`src/rtl/rv_pkg.sv`:
```
// Shared RV64I pipeline definitions: datapath widths, ALU operation codes
// and the ID/EX pipeline register layout.
package rv_pkg;

    localparam int XLEN = 64;
    localparam int RA_W = 5;
    localparam int OP_W = 4;

    localparam logic [OP_W-1:0] ALU_AND = 4'b0000;
    localparam logic [OP_W-1:0] ALU_OR  = 4'b0001;
    localparam logic [OP_W-1:0] ALU_ADD = 4'b0010;
    localparam logic [OP_W-1:0] ALU_SUB = 4'b0110;
    localparam logic [OP_W-1:0] ALU_SLT = 4'b0111;
    localparam logic [OP_W-1:0] ALU_NOR = 4'b1100;

    typedef struct packed {
        logic            valid;
        logic [RA_W-1:0] rs1;
        logic [RA_W-1:0] rs2;
        logic [RA_W-1:0] rd;
        logic [XLEN-1:0] rs1_data;
        logic [XLEN-1:0] rs2_data;
        logic [XLEN-1:0] imm;
        logic            alu_src;
        logic [OP_W-1:0] alu_op;
        logic            reg_write;
        logic            mem_read;
    } id_ex_t;

    // A bubble never writes back or loads; ALUop parks at ADD so the ALU output stays benign.
    localparam id_ex_t BUBBLE = '{
        valid:     1'b0,
        rs1:       '0,
        rs2:       '0,
        rd:        '0,
        rs1_data:  '0,
        rs2_data:  '0,
        imm:       '0,
        alu_src:   1'b0,
        alu_op:    ALU_ADD,
        reg_write: 1'b0,
        mem_read:  1'b0
    };

endpackage

```
`src/rtl/fwd_unit.sv`:
```
// Per-operand bypass mux: picks the youngest in-flight producer of rs
// (EX/MEM before MEM/WB), otherwise the value read from the regfile.
module fwd_unit
    import rv_pkg::*;
(
    input  logic [RA_W-1:0] rs,
    input  logic [XLEN-1:0] reg_data,
    input  logic [RA_W-1:0] exm_rd,
    input  logic            exm_reg_write,
    input  logic [XLEN-1:0] exm_result,
    input  logic [RA_W-1:0] mwb_rd,
    input  logic            mwb_reg_write,
    input  logic [XLEN-1:0] mwb_result,
    output logic [XLEN-1:0] fwd
);

    logic exm_hit;
    logic mwb_hit;

    // x0 is hardwired, so a producer naming x0 must never override the captured zero.
    assign exm_hit = exm_reg_write && (exm_rd != '0) && (exm_rd == rs);
    assign mwb_hit = mwb_reg_write && (mwb_rd != '0) && (mwb_rd == rs);

    always_comb begin
        fwd = reg_data;
        if (exm_hit)
            fwd = exm_result;
        else if (mwb_hit)
            fwd = mwb_result;
    end

endmodule

```
`src/rtl/id_ex_stage.sv`:
```
// ID/EX pipeline register with EX-side operand forwarding, immediate select
// and single-bubble load-use hazard detection.
module id_ex_stage
    import rv_pkg::*;
(
    input  logic            clk,
    input  logic            reset,
    input  logic            id_valid,
    input  logic [RA_W-1:0] id_rs1,
    input  logic [RA_W-1:0] id_rs2,
    input  logic [RA_W-1:0] id_rd,
    input  logic [XLEN-1:0] id_rs1_data,
    input  logic [XLEN-1:0] id_rs2_data,
    input  logic [XLEN-1:0] id_imm,
    input  logic            id_alu_src,
    input  logic [OP_W-1:0] id_alu_op,
    input  logic            id_reg_write,
    input  logic            id_mem_read,
    input  logic            stall,
    input  logic            flush,
    input  logic [RA_W-1:0] exm_rd,
    input  logic            exm_reg_write,
    input  logic [XLEN-1:0] exm_result,
    input  logic [RA_W-1:0] mwb_rd,
    input  logic            mwb_reg_write,
    input  logic [XLEN-1:0] mwb_result,
    output logic            hazard_stall,
    output logic [XLEN-1:0] alu_in1,
    output logic [XLEN-1:0] alu_in2,
    output logic [OP_W-1:0] alu_op,
    output logic            ex_valid,
    output logic [RA_W-1:0] ex_rd,
    output logic            ex_reg_write,
    output logic            ex_mem_read,
    output logic [XLEN-1:0] ex_rs2_fwd
);

    id_ex_t ex_q;
    id_ex_t id_entry;
    logic   load_use;
    logic [XLEN-1:0] fwd_rs1;
    logic [XLEN-1:0] fwd_rs2;

    always_comb begin
        id_entry = '{
            valid:     id_valid,
            rs1:       id_rs1,
            rs2:       id_rs2,
            rd:        id_rd,
            rs1_data:  id_rs1_data,
            rs2_data:  id_rs2_data,
            imm:       id_imm,
            alu_src:   id_alu_src,
            alu_op:    id_alu_op,
            reg_write: id_reg_write,
            mem_read:  id_mem_read
        };
    end

    // rs2 only matters for the hazard when the consumer actually reads it (not an imm form).
    assign load_use = ex_q.valid && ex_q.mem_read && (ex_q.rd != '0) && id_valid &&
                      ((ex_q.rd == id_rs1) || ((ex_q.rd == id_rs2) && !id_alu_src));
    assign hazard_stall = load_use && !flush && !reset;

    always_ff @(posedge clk) begin
        if (reset)
            ex_q <= BUBBLE;
        else if (flush)
            ex_q <= BUBBLE;
        else if (stall)
            ex_q <= ex_q;
        else if (hazard_stall)
            ex_q <= BUBBLE;
        else
            ex_q <= id_entry;
    end

    fwd_unit u_fwd_rs1 (
        .rs            (ex_q.rs1),
        .reg_data      (ex_q.rs1_data),
        .exm_rd        (exm_rd),
        .exm_reg_write (exm_reg_write),
        .exm_result    (exm_result),
        .mwb_rd        (mwb_rd),
        .mwb_reg_write (mwb_reg_write),
        .mwb_result    (mwb_result),
        .fwd           (fwd_rs1)
    );

    fwd_unit u_fwd_rs2 (
        .rs            (ex_q.rs2),
        .reg_data      (ex_q.rs2_data),
        .exm_rd        (exm_rd),
        .exm_reg_write (exm_reg_write),
        .exm_result    (exm_result),
        .mwb_rd        (mwb_rd),
        .mwb_reg_write (mwb_reg_write),
        .mwb_result    (mwb_result),
        .fwd           (fwd_rs2)
    );

    assign alu_in1      = fwd_rs1;
    assign alu_in2      = ex_q.alu_src ? ex_q.imm : fwd_rs2;
    assign alu_op       = ex_q.alu_op;
    assign ex_valid     = ex_q.valid;
    assign ex_rd        = ex_q.rd;
    assign ex_reg_write = ex_q.reg_write;
    assign ex_mem_read  = ex_q.mem_read;
    assign ex_rs2_fwd   = fwd_rs2;

endmodule

```
`config.mk`:
```
export PLATFORM = sky130hd
export DESIGN_NAME = id_ex_stage
export DESIGN_NICKNAME = d
export VERILOG_FILES = /design/src/rtl/rv_pkg.sv /design/src/rtl/fwd_unit.sv /design/src/rtl/id_ex_stage.sv
export SDC_FILE = /design/constraint.sdc
export NUM_CORES = 1
export LEC_CHECK = 0
export ABC_AREA = 1
export CAP_MARGIN = 20
export CORE_AREA = 4 4 216 218
export CTS_CLUSTER_SIZE = 24
export DETAILED_ROUTE_END_ITERATION = 7
export DIE_AREA = 0 0 220 222
export HOLD_SLACK_MARGIN = 0.03
export PLACE_DENSITY_LB_ADDON = 0.3
export SYNTH_ARGS = -nofsm -noshare
export SYNTH_HDL_FRONTEND = slang
export SYNTH_HIERARCHICAL = 1
export SYNTH_SLANG_ARGS = --single-unit
export TNS_END_PERCENT = 20
```
`constraint.sdc`:
```
create_clock -name clk -period 2.4 [get_ports clk]
set_input_delay 0.48 -clock clk [delete_from_list [all_inputs] [get_ports clk]]
set_output_delay 0.48 -clock clk [all_outputs]
set_load 0.02 [all_outputs]
```
---- Yosys cells after proc, flatten, opt, wreduce, memory -nomap -nowiden ----
Index checks and enable logic that the tools add are counted.
Widths: inputs -> output; s select.
cells by class
  $add $sub $neg .......................... 0
  multiply operators ...................... 0
  divide/modulo/power cells ............... 0
  $lt $le $gt $ge ......................... 0
  eq/ne operators ......................... 6
  shift-type cells ........................ 0
  multiplexer cells ....................... 6
  bitwise logic cells ..................... 0
  reductions and logical operators ........ 21
operators with widths
  operator           count
  $mux 64            5
  $mux 215           1
  $eq 5x5->1         6
  $reduce_bool 5->1  3
  $logic_and 1x1->1  13
  $logic_not 1->1    3
  $reduce_or 2->1    1
  $logic_or 1x1->1   1
word-level totals
  bits in registers ....................... 215
  latch bits .............................. 0
  bits in writable memories ............... 0
  memory bits (read-only) ................. 0
  output and inout port bits .............. 205
  word-level logic and storage cells ...... 44
  memories ................................ 0

---- Depth between registers and ports, before layout ----
  depth in word-level cells ............... 7
  depth in mapped cells ................... 11
  depth with buffers taken out ............ 10

---- By module ----
The synthesis kept the hierarchy.
by module, submodules not included
  module       instances  cells an instance  area each (um^2)  seq. area each (um^2)
  id_ex_stage  1          1,096              8,893.5           4,304.1
  fwd_unit     2          552                2,991.6           0.0

---- Worst setup path before layout ----
No wires, ideal clock.
  path kind ............................... input-to-output
  from .................................... input mwb_rd[2]
  to ...................................... output alu_in2[10]
  data arrival time ....................... 1.727 ns
  required time ........................... 1.920 ns
  slack ................................... 0.193 ns
  stages on the path ...................... 10
  buffers on the path ..................... 2
  cell sequence ........................... inv_1 > nand2_1 > o21ai_1 > nor2_4 > buf_12 > buf_12 > nand4_1 > nand3_1 > nand2_1 > mux2_2
on the way
  word-level cells in the longest chain between the ends .. 6
  elaborated cells between the ends (all ways) .. 7
  those cells by class .................... eq/ne: 1; mux: 3; reduce/logical: 3
RTL lines
  element                   RTL line            RTL
  start: declaration        id_ex_stage.sv:24   input logic [RA_W-1:0] mwb_rd,
  $reduce_bool 5->1         fwd_unit.sv:22      assign mwb_hit = mwb_reg_write && (mwb_rd != '0) && (mwb_rd == rs);
  $logic_and 1x1->1         fwd_unit.sv:22
  $logic_and 1x1->1 (*)     fwd_unit.sv:22
  $mux 64 (*)               fwd_unit.sv:28      else if (mwb_hit)
  $mux 64 (*)               fwd_unit.sv:26      if (exm_hit)
  named net ex_rs2_fwd[10]  id_ex_stage.sv:35   output logic [XLEN-1:0] ex_rs2_fwd
  $mux 64 (*)               id_ex_stage.sv:103  assign alu_in2 = ex_q.alu_src ? ex_q.imm : fwd_rs2;
  end: declaration          id_ex_stage.sv:29   output logic [XLEN-1:0] alu_in2,
The timed path passes the listed nets; every way through them passes the cells marked *.

---- Final worst setup path ----
  from .................................... input mwb_rd[4]
  to ...................................... output alu_in2[17]
on the way
  word-level cells in the longest chain between the ends .. 6
  elaborated cells between the ends (all ways) .. 7
  those cells by class .................... eq/ne: 1; mux: 3; reduce/logical: 3
RTL lines
  element                RTL line
  $reduce_bool 5->1      fwd_unit.sv:22
  $logic_and 1x1->1      fwd_unit.sv:22
  $logic_and 1x1->1 (*)  fwd_unit.sv:22
  $mux 64 (*)            fwd_unit.sv:28
  $mux 64 (*)            fwd_unit.sv:26
  $mux 64 (*)            id_ex_stage.sv:103
Every way passes the cells marked *; elsewhere a longest branch is shown, timed or not.

==> metrics.txt <==
status=finished, violations left; failing checks=negative setup slack; Post-Synth Simple-Gate Area=30.7%; hold_buf cts=0; Synth Cell Area=~15000 µm²; worst path required time=1920 ps; R2R Path End=ex_q[189]; sequential share of power=between 30% and 40%; #FFs+latches synth=215; Pre-antenna DRT Iters=7; DR vias=18600; largest net degree at the start of global routing=111; final hold violations=0; Post-Synth Adder-Cell Area=0%; f_max=roughly 330 MHz; CTS H-tree lvls=1; Placer Congestion=about 1; first-pass GRT wire length=106000 µm; worst hold endpoint=ex_q[209]; hold_sp=id_rs1[0]; RSZ-0062 raised after global routing=true; Rows=78; CP max FO=7; final setup fails=192; Starting Density=about 33%; Cells after Synth=between 2000 and 2500; FF-to-FF Start=ex_rd[2]; wire length per cell=21.8 µm; CTS root buf=clkbuf_16; CTS Buffer Depth=3; Die Width=220 µm; setup TNS=-87700 ps; final-layout fill cell count=~4300; Peak VDD IR=0.387 mV; CTS tree=done; area grow syn2layout=61.0%; Power Dens Cells=484 nW/µm²; die area=48800 µm²; clock share of power=39.2%; layout cell share with drive strength beyond 1=a little over a quarter; gr ovfl total=0; max cap viols=0; commonest non-fill, non-tap cell in the layout=nand2_1; sw power=~3500 µW; initial antenna violation count=12; r2r worst-path depth=11; Compound-Gate Fraction of Synth Area=15.2%; mean post-synth cell area=6.76 µm²; Via-to-Cell Ratio=5.38; dpl hpwl=51700 µm; CP Capture Type=primary output; Clock Skews=25.4 ps; LEAKAGE=0.0117 µW; combinational share of power=27.9%; I/O pins=564; Tmin final=3060 ps; Setup CP Type=input port to primary output; Slew Viols, Final=0; internal power=8060 µW; clk slew on worst S/H paths=approximately 60 ps; main combinational cell family by area after synthesis=simple AND/OR/NAND/NOR gates; TritonCTS Sinks=around 220; HP Class=input port to flip-flop; final setup margin=-663 ps; total wire length=about 75000 µm; Data arrival, critical path=2580 ps; Synth Area in XOR/XNOR=0.0589%; Core Footprint=44900 µm²; Least-Margin Pin Slew=~470 ps; ANT nets after route=0; Die Span Y=222 µm; most frequent cells in the layout=nand2_1, clkdlybuf4s50_1, inv_1; final net count=3185; startpoint types=input port; CP Launch Point=mwb_rd[4]; IO Port Bufs=563; total track usage=between 20 and 30%; worst skew pair latency=between 500 and 600 ps; sw frac=between 30% and 40%; internal reg-to-reg setup slack=700 ps; total CTS buffers=29; final worst-path cycle share=128%; synth warn=6; vias in the first global route=about 18000; mux cell area share after synthesis=4.84%; hold path depth=3; synth unique cells=29; Synthesized Nets=2559; Place WS=-1110 ps; sequential share of the synthesized area=28.9%; drt drc=0; initial DRC count=1838; slew margin rel.=68.5%
## cells in the mapped netlist, drive strengths merged
library cell | instances | area (µm²)
nand2 | 543 | 2090
inv | 304 | 1140
nand4 | 261 | 1630
o21ai | 220 | 1100
a21oi | 218 | 1140
dfxtp | 215 | 4300
nand3 | 135 | 726
buf | 131 | 1400
clkbuf | 86 | 483
mux2 | 64 | 721
nor2 | 18 | 110
o22ai | 2 | 12.5
clkinv | 1 | 3.75
nand3b | 1 | 7.51
xnor2 | 1 | 8.76
## cell type report
cell class | count | area [µm²] | area share (%)
timing repair buffer | 812 | 8390 | 35.0
multi-input combinational | 1463 | 8330 | 34.8
sequential | 215 | 4330 | 18.1
inverter | 305 | 1150 | 4.82
clock buffer | 40 | 817 | 3.41
tap | 600 | 751 | 3.13
clock inverter | 9 | 151 | 0.632
antenna | 10 | 25.0 | 0.104
## worst max path at each step
stage	endpoint	slack [ps]	depth (start not counted)
after global routing	alu_in2[43]	-740	12
final	alu_in2[17]	-660	14
after detailed placement	alu_in2[33]	-1110	11
after global placement	alu_in2[33]	-1090	11
after CTS	alu_in2[34]	-690	11
after floorplan	alu_in2[10]	190	10
## stage by stage
stage,cells,total power [µW],cell area [µm²],utilization [%],hold WS [ps]
after floorplan,2200,5270,14900,-,499
after global placement,3352,6850,21600,48.1,512
after detailed placement,3352,6860,21600,48.1,525
after CTS,3423,11400,23000,51.1,425
after global routing,3453,12000,24000,53.4,259
final,3454,11600,24000,53.4,255
## logic make-up after synthesis
family          after synthesis
simple gates                958
buf+inv                     522
compound gates              440
flops                       215
mux                          64
xor+xnor                      1
## state kept, by name (all words and copies together) (netlist names)
signal	cells
ex_rd	5
ex_valid	1
ex_q	203
ex_mem_read	1
alu_op	4
ex_reg_write	1
## power by group through the flow
stage	Sequential, µW	Clock, µW	Combinational (µW)
floorplan	3860	0	1410
global placement	3880	0	2970
detailed placement	3890	0	2980
CTS	3810	4630	2960
global route	3830	4780	3420
finish	3820	4550	3240
## what timing repair did
| item | 4_1_cts | 5_1_grt |
|---|---|---|
| gates resized for setup | 537 | 590 |
| endpoints found under the setup margin | 193 | 193 |
| buffers inserted | 17 | 11 |
| hold endpoints to repair | 0 | 0 |
| pin swaps | 31 | 56 |
| cloned | 6 | 12 |
## critical path: stages
cell and delay, ps:
clkdlybuf4s50_1 490, inv_2 60, o21ai_4 170, nor2_4 60
buf_4 140, nand3_4 100, buf_12 160, clkbuf_16 210
buf_6 120, nand2_4 40, nand3_2 60, nand2_2 70
mux2_4 290, buf_6 130
## routing by layer
metal	global-route usage, %	wire, µm
met5	0	26
met4	9.34	2910
met3	6.51	7970
met2	44.6	34200
met1	36.0	30200
Power figures use the tool's default switching activity.
